$ cat config.mk
export PLATFORM = sky130hd
export DESIGN_NAME = ad1_axi_poller
export DESIGN_NICKNAME = d
export VERILOG_FILES = /design/src/rtl/ad1_pkg.sv /design/src/rtl/ad1_sample_fifo.sv /design/src/rtl/ad1_axi_poller.sv
export SDC_FILE = /design/constraint.sdc
export NUM_CORES = 1
export LEC_CHECK = 0
export BUFFER_PORTS_ARGS = -buffer_cell sky130_fd_sc_hd__buf_2
export CORE_MARGIN = 2
export CORE_UTILIZATION = 40
export CTS_CLUSTER_SIZE = 10
export DETAILED_ROUTE_END_ITERATION = 10
export MAX_ROUTING_LAYER = met4
export PLACE_DENSITY = 0.63
export SLEW_MARGIN = 40
export SYNTH_ARGS = -nofsm -noshare
export SYNTH_HDL_FRONTEND = slang
export SYNTH_SLANG_ARGS = --single-unit
$ cat constraint.sdc
create_clock -name s_axi_aclk -period 4.5 [get_ports s_axi_aclk]
set_clock_uncertainty 0.2 [all_clocks]
set_input_delay 0.9 -clock s_axi_aclk [delete_from_list [all_inputs] [get_ports s_axi_aclk]]
set_output_delay 0.9 -clock s_axi_aclk [all_outputs]
set_load 0.005 [all_outputs]
$ cat src/rtl/ad1_pkg.sv
`default_nettype none
// ============================================================================
// Package : ad1_pkg
// Brief   : Shared state encoding, response codes and sample packing for the
//           Pmod AD1 AXI-Lite poller.
// Rev     : 1.0 - initial release
// ============================================================================
package ad1_pkg;

  typedef enum logic [2:0] {
    ST_IDLE = 3'd0,
    ST_AR0  = 3'd1,
    ST_R0   = 3'd2,
    ST_AR1  = 3'd3,
    ST_R1   = 3'd4,
    ST_PUSH = 3'd5
  } state_t;

  localparam logic [1:0] RESP_OKAY   = 2'b00;
  localparam logic [1:0] RESP_SLVERR = 2'b10;

  localparam int CH_W     = 12;
  localparam int CH0_LSB  = 0;
  localparam int CH1_LSB  = 16;
  localparam int SAMPLE_W = 32;

  function automatic logic [SAMPLE_W-1:0] pack_sample(input logic [CH_W-1:0] ch0,
                                                      input logic [CH_W-1:0] ch1);
    logic [SAMPLE_W-1:0] w;
    w = '0;
    w[CH0_LSB +: CH_W] = ch0;
    w[CH1_LSB +: CH_W] = ch1;
    return w;
  endfunction

endpackage
`default_nettype wire

$ cat src/rtl/ad1_sample_fifo.sv
`default_nettype none
// ============================================================================
// Module : ad1_sample_fifo
// Brief  : Synchronous FIFO with a registered first-word-fall-through head.
// Rev    : 1.0 - initial release
// ============================================================================
module ad1_sample_fifo #(
  parameter int WIDTH = 32,
  parameter int DEPTH = 16
) (
  input  logic                     clk,
  input  logic                     aresetn,
  input  logic                     push,
  input  logic [WIDTH-1:0]         din,
  output logic                     full,
  input  logic                     pop,
  output logic [WIDTH-1:0]         dout,
  output logic                     empty,
  output logic [$clog2(DEPTH):0]   level
);

  localparam int           AW       = $clog2(DEPTH);
  localparam logic [AW:0]  C_FULL   = DEPTH[AW:0];
  localparam logic [AW:0]  C_ONE    = {{AW{1'b0}}, 1'b1};
  localparam logic [AW-1:0] C_PSTEP = {{(AW-1){1'b0}}, 1'b1};

  logic [WIDTH-1:0] r_mem [DEPTH];
  logic [AW-1:0]    r_wr_ptr;
  logic [AW-1:0]    r_rd_ptr;
  logic [AW:0]      r_count;
  logic [WIDTH-1:0] r_dout;
  logic             w_do_pop;
  logic             w_do_push;

  assign empty     = (r_count == '0);
  assign full      = (r_count == C_FULL);
  assign level     = r_count;
  assign dout      = r_dout;
  assign w_do_pop  = pop && !empty;
  assign w_do_push = push && (!full || w_do_pop);

  always_ff @(posedge clk) begin
    if (!aresetn) begin
      r_wr_ptr <= '0;
      r_rd_ptr <= '0;
      r_count  <= '0;
      r_dout   <= '0;
    end else begin
      if (w_do_push) r_wr_ptr <= r_wr_ptr + C_PSTEP;
      if (w_do_pop)  r_rd_ptr <= r_rd_ptr + C_PSTEP;
      case ({w_do_push, w_do_pop})
        2'b10:   r_count <= r_count + C_ONE;
        2'b01:   r_count <= r_count - C_ONE;
        default: r_count <= r_count;
      endcase
      // The head register takes the incoming word only when it becomes the oldest entry.
      if (w_do_push && (empty || (r_count == C_ONE && w_do_pop)))
        r_dout <= din;
      else if (w_do_pop && (r_count > C_ONE))
        r_dout <= r_mem[r_rd_ptr + C_PSTEP];
    end
  end

  always_ff @(posedge clk) begin
    if (w_do_push) r_mem[r_wr_ptr] <= din;
  end

endmodule
`default_nettype wire

$ cat src/rtl/ad1_axi_poller.sv
`default_nettype none
// ============================================================================
// Module : ad1_axi_poller
// Brief  : AXI4-Lite read master polling the Pmod AD1 CH0/CH1 registers into a
//          sample stream. Define AD1_AXI_POLLER_TIMESTAMP_EN to add m_axis_tuser.
// Rev    : 1.0 - initial release
// ============================================================================
module ad1_axi_poller
  import ad1_pkg::*;
#(
  parameter int C_M_AXI_ADDR_WIDTH = 4,
  parameter int C_M_AXI_DATA_WIDTH = 32,
  parameter int BASE_ADDR          = 0,
  parameter int OFFSET_CH0         = 0,
  parameter int OFFSET_CH1         = 4,
  parameter int DUAL_MODE          = 1,
  parameter int PERIOD_W           = 24,
  parameter int FIFO_DEPTH         = 16
) (
  input  logic                            s_axi_aclk,
  input  logic                            s_axi_aresetn,
  input  logic                            enable,
  input  logic [PERIOD_W-1:0]             period_cycles,
  input  logic                            clr_status,
  output logic [C_M_AXI_ADDR_WIDTH-1:0]   m_axi_araddr,
  output logic [2:0]                      m_axi_arprot,
  output logic                            m_axi_arvalid,
  input  logic                            m_axi_arready,
  input  logic [C_M_AXI_DATA_WIDTH-1:0]   m_axi_rdata,
  input  logic [1:0]                      m_axi_rresp,
  input  logic                            m_axi_rvalid,
  output logic                            m_axi_rready,
  output logic [31:0]                     m_axis_tdata,
`ifdef AD1_AXI_POLLER_TIMESTAMP_EN
  output logic [31:0]                     m_axis_tuser,
`endif
  output logic                            m_axis_tvalid,
  input  logic                            m_axis_tready,
  output logic [$clog2(FIFO_DEPTH):0]     fifo_level,
  output logic                            ovf_flag,
  output logic                            overrun_flag,
  output logic                            rd_err_flag
);

`ifdef AD1_AXI_POLLER_TIMESTAMP_EN
  localparam int FIFO_W = 64;
`else
  localparam int FIFO_W = 32;
`endif

  localparam logic [C_M_AXI_ADDR_WIDTH-1:0] C_ADDR_CH0 = C_M_AXI_ADDR_WIDTH'(BASE_ADDR + OFFSET_CH0);
  localparam logic [C_M_AXI_ADDR_WIDTH-1:0] C_ADDR_CH1 = C_M_AXI_ADDR_WIDTH'(BASE_ADDR + OFFSET_CH1);
  localparam state_t C_AFTER_CH0 = (DUAL_MODE != 0) ? ST_AR1 : ST_PUSH;
  localparam logic [PERIOD_W-1:0] C_TICK_STEP = {{(PERIOD_W-1){1'b0}}, 1'b1};

  state_t              r_state;
  state_t              w_next;
  logic [PERIOD_W-1:0] r_tick_cnt;
  logic                w_tick;
  logic                r_pend;
  logic                w_start;
  logic                w_cap0;
  logic                w_cap1;
  logic                w_resp_err;
  logic [CH_W-1:0]     r_ch0;
  logic [CH_W-1:0]     r_ch1;
  logic                r_err;
  logic                w_in_push;
  logic                w_pop;
  logic                w_push;
  logic                w_fifo_full;
  logic                w_fifo_empty;
  logic [SAMPLE_W-1:0] w_sample;
  logic [FIFO_W-1:0]   w_fifo_din;
  logic [FIFO_W-1:0]   w_fifo_dout;
  logic                w_ovf_set;
  logic                w_overrun_set;
  logic                w_err_set;
  logic                w_unused_rdata;

  assign m_axi_arprot   = 3'b000;
  assign w_resp_err     = |(m_axi_rresp & RESP_SLVERR);
  assign w_unused_rdata = ^m_axi_rdata[C_M_AXI_DATA_WIDTH-1:CH_W];

  // Tick generator: one pulse every period_cycles+1 clocks while enabled.
  assign w_tick = enable && (r_tick_cnt >= period_cycles);

  always_ff @(posedge s_axi_aclk) begin
    if (!s_axi_aresetn || !enable || w_tick) r_tick_cnt <= '0;
    else                                     r_tick_cnt <= r_tick_cnt + C_TICK_STEP;
  end

  assign w_start       = (r_state == ST_IDLE) && r_pend && enable;
  assign w_overrun_set = w_tick && r_pend && !w_start;

  always_ff @(posedge s_axi_aclk) begin
    if (!s_axi_aresetn || !enable) r_pend <= 1'b0;
    else if (w_tick)               r_pend <= 1'b1;
    else if (w_start)              r_pend <= 1'b0;
  end

  always_ff @(posedge s_axi_aclk) begin
    if (!s_axi_aresetn) r_state <= ST_IDLE;
    else                r_state <= w_next;
  end

  // rready is raised alongside arvalid so a same-cycle R beat is accepted.
  always_comb begin
    w_next        = r_state;
    m_axi_arvalid = 1'b0;
    m_axi_rready  = 1'b0;
    m_axi_araddr  = '0;
    w_cap0        = 1'b0;
    w_cap1        = 1'b0;
    unique case (r_state)
      ST_IDLE: if (w_start) w_next = ST_AR0;
      ST_AR0: begin
        m_axi_arvalid = 1'b1;
        m_axi_rready  = 1'b1;
        m_axi_araddr  = C_ADDR_CH0;
        if (m_axi_arready) begin
          if (m_axi_rvalid) begin
            w_cap0 = 1'b1;
            w_next = C_AFTER_CH0;
          end else begin
            w_next = ST_R0;
          end
        end
      end
      ST_R0: begin
        m_axi_rready = 1'b1;
        if (m_axi_rvalid) begin
          w_cap0 = 1'b1;
          w_next = C_AFTER_CH0;
        end
      end
      ST_AR1: begin
        m_axi_arvalid = 1'b1;
        m_axi_rready  = 1'b1;
        m_axi_araddr  = C_ADDR_CH1;
        if (m_axi_arready) begin
          if (m_axi_rvalid) begin
            w_cap1 = 1'b1;
            w_next = ST_PUSH;
          end else begin
            w_next = ST_R1;
          end
        end
      end
      ST_R1: begin
        m_axi_rready = 1'b1;
        if (m_axi_rvalid) begin
          w_cap1 = 1'b1;
          w_next = ST_PUSH;
        end
      end
      ST_PUSH: w_next = ST_IDLE;
      default: w_next = ST_IDLE;
    endcase
  end

  always_ff @(posedge s_axi_aclk) begin
    if (!s_axi_aresetn) begin
      r_ch0 <= '0;
      r_ch1 <= '0;
      r_err <= 1'b0;
    end else begin
      if (w_start) r_err <= 1'b0;
      if (w_cap0) begin
        r_ch0 <= m_axi_rdata[CH_W-1:0];
        r_err <= r_err | w_resp_err;
      end
      if (w_cap1) begin
        r_ch1 <= m_axi_rdata[CH_W-1:0];
        r_err <= r_err | w_resp_err;
      end
    end
  end

  assign w_sample  = pack_sample(r_ch0, (DUAL_MODE != 0) ? r_ch1 : '0);
  assign w_in_push = (r_state == ST_PUSH);
  assign w_pop     = m_axis_tvalid && m_axis_tready;
  assign w_push    = w_in_push && !r_err && (!w_fifo_full || w_pop);
  assign w_err_set = w_in_push && r_err;
  assign w_ovf_set = w_in_push && !r_err && w_fifo_full && !w_pop;

`ifdef AD1_AXI_POLLER_TIMESTAMP_EN
  logic [31:0] r_ts_cnt;
  logic [31:0] r_ts_lat;

  always_ff @(posedge s_axi_aclk) begin
    if (!s_axi_aresetn) begin
      r_ts_cnt <= '0;
      r_ts_lat <= '0;
    end else begin
      r_ts_cnt <= r_ts_cnt + 32'd1;
      if ((r_state == ST_AR0) && m_axi_arready) r_ts_lat <= r_ts_cnt;
    end
  end

  assign w_fifo_din   = {r_ts_lat, w_sample};
  assign m_axis_tuser = w_fifo_dout[63:32];
`else
  assign w_fifo_din   = w_sample;
`endif

  ad1_sample_fifo #(
    .WIDTH (FIFO_W),
    .DEPTH (FIFO_DEPTH)
  ) u_fifo (
    .clk     (s_axi_aclk),
    .aresetn (s_axi_aresetn),
    .push    (w_push),
    .din     (w_fifo_din),
    .full    (w_fifo_full),
    .pop     (w_pop),
    .dout    (w_fifo_dout),
    .empty   (w_fifo_empty),
    .level   (fifo_level)
  );

  assign m_axis_tvalid = !w_fifo_empty;
  assign m_axis_tdata  = w_fifo_dout[31:0];

  // A set in the same cycle as clr_status takes priority.
  always_ff @(posedge s_axi_aclk) begin
    if (!s_axi_aresetn) begin
      ovf_flag     <= 1'b0;
      overrun_flag <= 1'b0;
      rd_err_flag  <= 1'b0;
    end else begin
      ovf_flag     <= w_ovf_set     | (ovf_flag     & ~clr_status);
      overrun_flag <= w_overrun_set | (overrun_flag & ~clr_status);
      rd_err_flag  <= w_err_set     | (rd_err_flag  & ~clr_status);
    end
  end

endmodule
`default_nettype wire

==> impl_metrics.yaml, run 1 <==
layout:
  layout_commonest_cell: "edfxtp_1"
  drive_gt1_share_pct: 21.5
  final_cell_mix: "384 x edfxtp_1, 147 x nand2_1, 92 x dfxtp_1"
  fin_nets: 1473
  area_growth_pct: 14.6
  fin_cells: 2091
worst_setup_path:
  regToRegEndpoint: "u_fifo.r_mem[9][22]"
  worstSetupStartpointType: "flip-flop"
  cp_max_fo: 19
  r2r_cells: 7
  critPathArrivalTime_ps: 3120
  path_class: "reg -> reg"
  worstPathRequired_ps: 4560
  reg2reg_from: "u_fifo.level[0]"
  end_kind: "flip-flop"
  rrSetupSlack_ps: 1440
timing:
  worst_slew_pin_slew_ps: 799
  fin_setup_tns_ps: 0
  finalMaxSlewViolations: 0
  report.final.hold_viol_count: 0
  fin_crit_sh_pct: 68.0
  rsz0062_at_grt: "no"
  finalSetupViolCount: 0
  period_needed_ps: 3060
  slew_headroom_pct: 46.7
  fmax_mhz: 327
  timing.final.ws_setup_ps: 1440
die:
  num_io_pins: 115
  core_area_sq_mm: 0.0487
  start_util_pct: 40.4
  die_h_microns: 226
  fp.dieArea_sq_mm: 0.0510
  fp.dieW_microns: 226
  num_rows: 81
route:
  first_pass_iters: 5
  finalWirelength_mm: 43.7
  ant_nets: 0
  vias: 10800
  drt_iter0_drc: 814
  drc_errors: 0
  viasPerCell: 5.19
  detail_route.wl_per_cell_microns: 20.9
placement:
  place_ws_ps: 1210
  hpwl_mm: 26.7
  io_buffers: 79
  gp_congestion: 0.838
  placed_cells: 1982
logic_synthesis:
  ys.flop_type: "edfxtp_1"
  ys_ff_latch: 477
  yosysSeqAreaShare_pct: 68.1
  synth_cells: 1264
  yosys_warnings: 0
  async_flop_share_pct: 0
  netlist_area_sq_mm: 0.0197
  synth_edf_count: 384
  avgSynthCellArea_sq_um: 15.6
  synth.distinct_cells: 58
job:
  cap_viol_max_count: 0
cts:
  numCtsBuffers: 54
  clock_sink_count: 477
  clkLatencyLatePin_ps: 620
  cts_setup_buffers: 0
  cts-resized-gates: 0
  cts_buffer_depth: 3
  clock-root-buffer: "clkbuf_16"
  cts_hold_buf: 0
  cts_tree: "done"
  htree_levels: 2
  clk_pin_slew_ps: 50
worst_hold_path:
  min_from: "overrun_flag"
  holdPathStages: 2
  hold_path.class: "reg -> reg"
  holdPathEnd: "overrun_flag"
run_status:
  outcome: "finished clean"
power:
  power_density_mw_per_mm2: 389
  max-vdd-ir-drop_v: 0.000310
  p_leak_nw: 7.56
grt:
  grt_pass1_vias: 11100
  grt_antenna_before_repair: 10
  grt_max_degree: 70
  grt_pass1_wl_mm: 66.7
  grt_util_all_layers_pct: 18.0
  grt_overflow: 0
power breakdown:
| part | total (W) | internal [W] | leakage, nW | switching (W) |
|---|---|---|---|---|
| Clock | 0.00401 | 0.00233 | 0.761 | 0.00169 |
| Sequential | 0.00470 | 0.00470 | 4.32 | 0.00000170 |
| Combinational | 0.0000682 | 0.0000283 | 2.48 | 0.0000399 |
| Total | 0.00878 | 0.00705 | 7.56 | 0.00173 |
cells by family after synthesis:
| logic type | share of synthesized area [%] |
|---|---|
| and+or+nand+nor | 9.09 |
| adders and majority gates | 2.16 |
| other | 0.0191 |
| DFF | 68.1 |
| AOI/OAI and AO/OA | 5.64 |
| xor gates and xnor gates | 1.64 |
| buffers and inverters | 3.10 |
| muxes | 10.3 |
stage by stage:
step	hold WS, ps	total power [W]	util [%]	area [sq um]
2_1_floorplan	257	0.00483	-	19700
3_3_place_gp	268	0.00486	42.9	20900
3_5_place_dp	262	0.00486	42.9	20900
4_1_cts	277	0.00886	46.2	22500
5_1_grt	295	0.00905	46.3	22600
6_report	277	0.00878	46.3	22600
worst max-delay path: stages, from the launching register on:
cell     delay [ps]
dfxtp_1         490
inv_1            80
ha_1            290
and4_1          250
nor3_4          380
nand2_1         260
nor2_2          340
buf_4           420
cell usage after synthesis, drive strengths merged (16+ instances only):
| master | n | share of area, % |
|---|---|---|
| nor2b | 42 | 1.3 |
| xnor2 | 20 | 0.89 |
| a22o | 25 | 1.1 |
| nand2 | 148 | 2.8 |
| xor2 | 16 | 0.75 |
| inv | 33 | 0.63 |
| edfxtp | 384 | 59 |
| dfxtp | 93 | 9.5 |
| nor2 | 53 | 1.0 |
| buf | 54 | 2.0 |
| a21boi | 17 | 0.65 |
| nor3 | 31 | 1.4 |
| mux2i | 37 | 1.9 |
| o31a | 24 | 1.1 |
| ha | 34 | 2.2 |
| nand3 | 16 | 0.41 |
| mux4 | 73 | 8.4 |
| a21oi | 39 | 1.0 |
| a32o | 23 | 1.2 |
| clkbuf | 26 | 0.50 |
final cells by class:
type / instances / area, sq um
Antenna cell: 10 / 25.0
Clock buffer: 93 / 1510
Clock inverter: 6 / 96.3
Fill cell: 4278 / 26200
Inverter: 33 / 124
Multi-Input combinational cell: 687 / 5810
Sequential cell: 477 / 13400
Tap cell: 664 / 831
Timing Repair Buffer: 121 / 764
how the worst max path moves through the flow:
stage | end | cells after the start | startpoint | slack [ps]
floorplan | u_fifo.r_mem[3][0] | 5 | m_axis_tready | 560
finish | u_fifo.r_mem[9][22] | 7 | u_fifo.level[0] | 1440
CTS | u_fifo.r_mem[9][22] | 7 | u_fifo.level[0] | 1390
global placement | r_tick_cnt[19] | 8 | period_cycles[0] | 1120
global route | u_fifo.r_mem[9][22] | 7 | u_fifo.level[0] | 1250
detailed placement | u_fifo.r_mem[9][1] | 7 | m_axis_tready | 1210
state kept, by name, indices dropped and copies added (netlist names):
signal and cells:
u_fifo.r_mem 384, r_tick_cnt 24, u_fifo.dout 24, r_ch0 12
r_ch1 12, u_fifo.level 5, u_fifo.r_rd_ptr 4, u_fifo.r_wr_ptr 4
r_state 3, overrun_flag 1, ovf_flag 1, r_err 1
r_pend 1, rd_err_flag 1
metal layers:
| layer | track usage, % | vias up | part of all wire, % |
|---|---|---|---|
| met4 | 4.23 | 0 | 1.6 |
| li1 | - | 5000 | - |
| met2 | 29.0 | 301 | 48 |
| met3 | 4.42 | 55 | 7.0 |
| met1 | 23.1 | 5489 | 44 |
| met5 | - | - | 0 |
Note: power is estimated with default switching activity, not from simulation.
==> run 2: changes to the inputs <==
--- a/config.mk
+++ b/config.mk
@@ -11,7 +11,7 @@
 export CTS_CLUSTER_SIZE = 10
 export DETAILED_ROUTE_END_ITERATION = 10
 export MAX_ROUTING_LAYER = met4
-export PLACE_DENSITY = 0.63
+export PLACE_DENSITY = 0.65
 export SLEW_MARGIN = 40
 export SYNTH_ARGS = -nofsm -noshare
 export SYNTH_HDL_FRONTEND = slang
==> constraint.sdc (replaced) <==
create_clock -name s_axi_aclk -period 2.8 [get_ports s_axi_aclk]
set_clock_uncertainty 0.2 [all_clocks]
set_input_delay 0.56 -clock s_axi_aclk [delete_from_list [all_inputs] [get_ports s_axi_aclk]]
set_output_delay 0.56 -clock s_axi_aclk [all_outputs]
set_load 0.005 [all_outputs]
==> impl_metrics.yaml, run 2 (same netlist as run 1, synthesis figures left out) <==
worst_setup_path:
  worstSetupStartpointType: "flip-flop"
  cp_max_fo: 9
  reg2reg_from: "u_fifo.level[1]"
  timing.critical_path.mode_cell: "buf_4"
  path_class: "reg -> reg"
  end_kind: "flip-flop"
  critPathMaxStageDelay_ps: 390
  critPathLaunch: "u_fifo.level[1]"
  worstPathRequired_ps: 2890
  path_cells: "inv_1 > ha_1 > and4_1 > nor3_4 > buf_4 > nand2_1 > nor2_2 > buf_4"
  slowest_stage: "dfxtp_2"
  critPathArrivalTime_ps: 2680
grt:
  grt_pass1_vias: 11200
  grt_overflow: 0
  grt_max_degree: 51
  grt_pass1_wl_mm: 68.3
  grt_util_all_layers_pct: 18.5
  grt_antenna_before_repair: 12
route:
  detail_route.wl_per_cell_microns: 21.2
  drc_errors: 0
  viasPerCell: 5.26
  vias: 11100
  finalWirelength_mm: 44.8
  drt_iter0_drc: 950
  ant_nets: 0
  first_pass_iters: 5
timing:
  worst_slew_pin_slew_ps: 742
  hold_slack_ps: 36.0
  period_needed_ps: 2590
  slew_headroom_pct: 50.5
  finalSetupViolCount: 0
  finalMaxSlewViolations: 0
  rsz0062_at_grt: "no"
  report.final.hold_viol_count: 0
  fmax_mhz: 386
  fin_crit_sh_pct: 92.6
die:
  die_h_microns: 226
  num_io_pins: 115
  start_util_pct: 40.4
  core_area_sq_mm: 0.0487
  fp.dieW_microns: 226
  fp.dieArea_sq_mm: 0.0510
  num_rows: 81
worst_hold_path:
  min_from: "m_axi_rdata[0]"
  hold_path.class: "in -> reg"
power:
  p_leak_nw: 7.71
  max-vdd-ir-drop_v: 0.000450
  power_density_mw_per_mm2: 614
  power_w: 0.0141
placement:
  hpwl_mm: 27.1
  io_buffers: 79
  gp_congestion: 0.824
layout:
  largest_reg_flops: 384
  layout_commonest_cell: "edfxtp_1"
  final_cell_mix: "384 x edfxtp_1, 147 x nand2_1, 91 x dfxtp_1"
  fin_nets: 1494
  top_register: "u_fifo.r_mem"
  drive_gt1_share_pct: 22.3
  area_growth_pct: 16.8
  post-route-util_pct: 47.1
cts:
  numCtsBuffers: 54
  clock_sink_count: 477
  clk_pin_slew_ps: 50
  htree_levels: 2
  clock-root-buffer: "clkbuf_16"
  cts_tree: "done"
  clkLatencyLatePin_ps: 600
  cts_buffer_depth: 3
run_status:
  outcome: "finished clean"
job:
  cap_viol_max_count: 0
[run 2: cell count changes in the layout (fill, tap and decap cells not counted), moves of 2 or more]
cell	delta
buf_12	+18
clkinv_1	-2
dlygate4sd3_1	+5
nor3_4	+4
nor3_2	-4
clkbuf_8	+2
clkbuf_1	+3
[run 2: report_power, final]
part / total, W / switching (W) / internal, W
combinational: 0.000118 / 0.0000653 / 0.0000526
clock: 0.00644 / 0.00272 / 0.00372
sequential: 0.00756 / 0.00000263 / 0.00755
[run 2: timing repair]
item                                   CTS  global route
hold buffers                             5             0
setup endpoints to repair                0            47
resized for setup                        0             2
buffers inserted                         0             0
endpoints found under the hold margin    5             0
[run 2: critical path: cells and delay by family (launching register included)]
kind / cells / cell delay (ps)
simple gates: 4 / 900
buf+inv: 3 / 520
flops: 1 / 390
fa+ha+maj: 1 / 270
[run 2: final timing paths]
kind	endpoint	slack [ps]	depth (start not counted)
max	u_fifo.r_mem[6][23]	210	8
min	r_ch1[0]	40	3
max reg2reg	u_fifo.r_mem[6][23]	210	8
min reg2reg	rd_err_flag	280	2
[run 2: cell type report]
cell class                 instances  area [sq um]
clock inverter                     4          63.8
inverter                          33           124
fill                            4192         25800
antenna                           10          25.0
timing repair buffer             142          1160
clock buffer                      98          1550
multi-input combinational        687          5830
sequential                       477         13400
tap                              664           831
[run 2: through the flow]
stage	instances	worst slack (ps)	TNS [ps]	area, sq um
global placement	1998	134	0	21300
finish	2115	208	0	23000
floorplan	1277	-353	-74170	19800
CTS	2105	84.3	0	22900
detailed placement	1998	89.5	0	21300
global route	2115	94.2	0	23000
[run 2: layer usage]
layer	vias up	track usage (%)	part of all wire, %
met1	5650	24.8	44
met5	-	-	0
met3	76	3.97	6.9
li1	5059	-	-
met2	337	28.7	47
met4	0	4.89	2.2
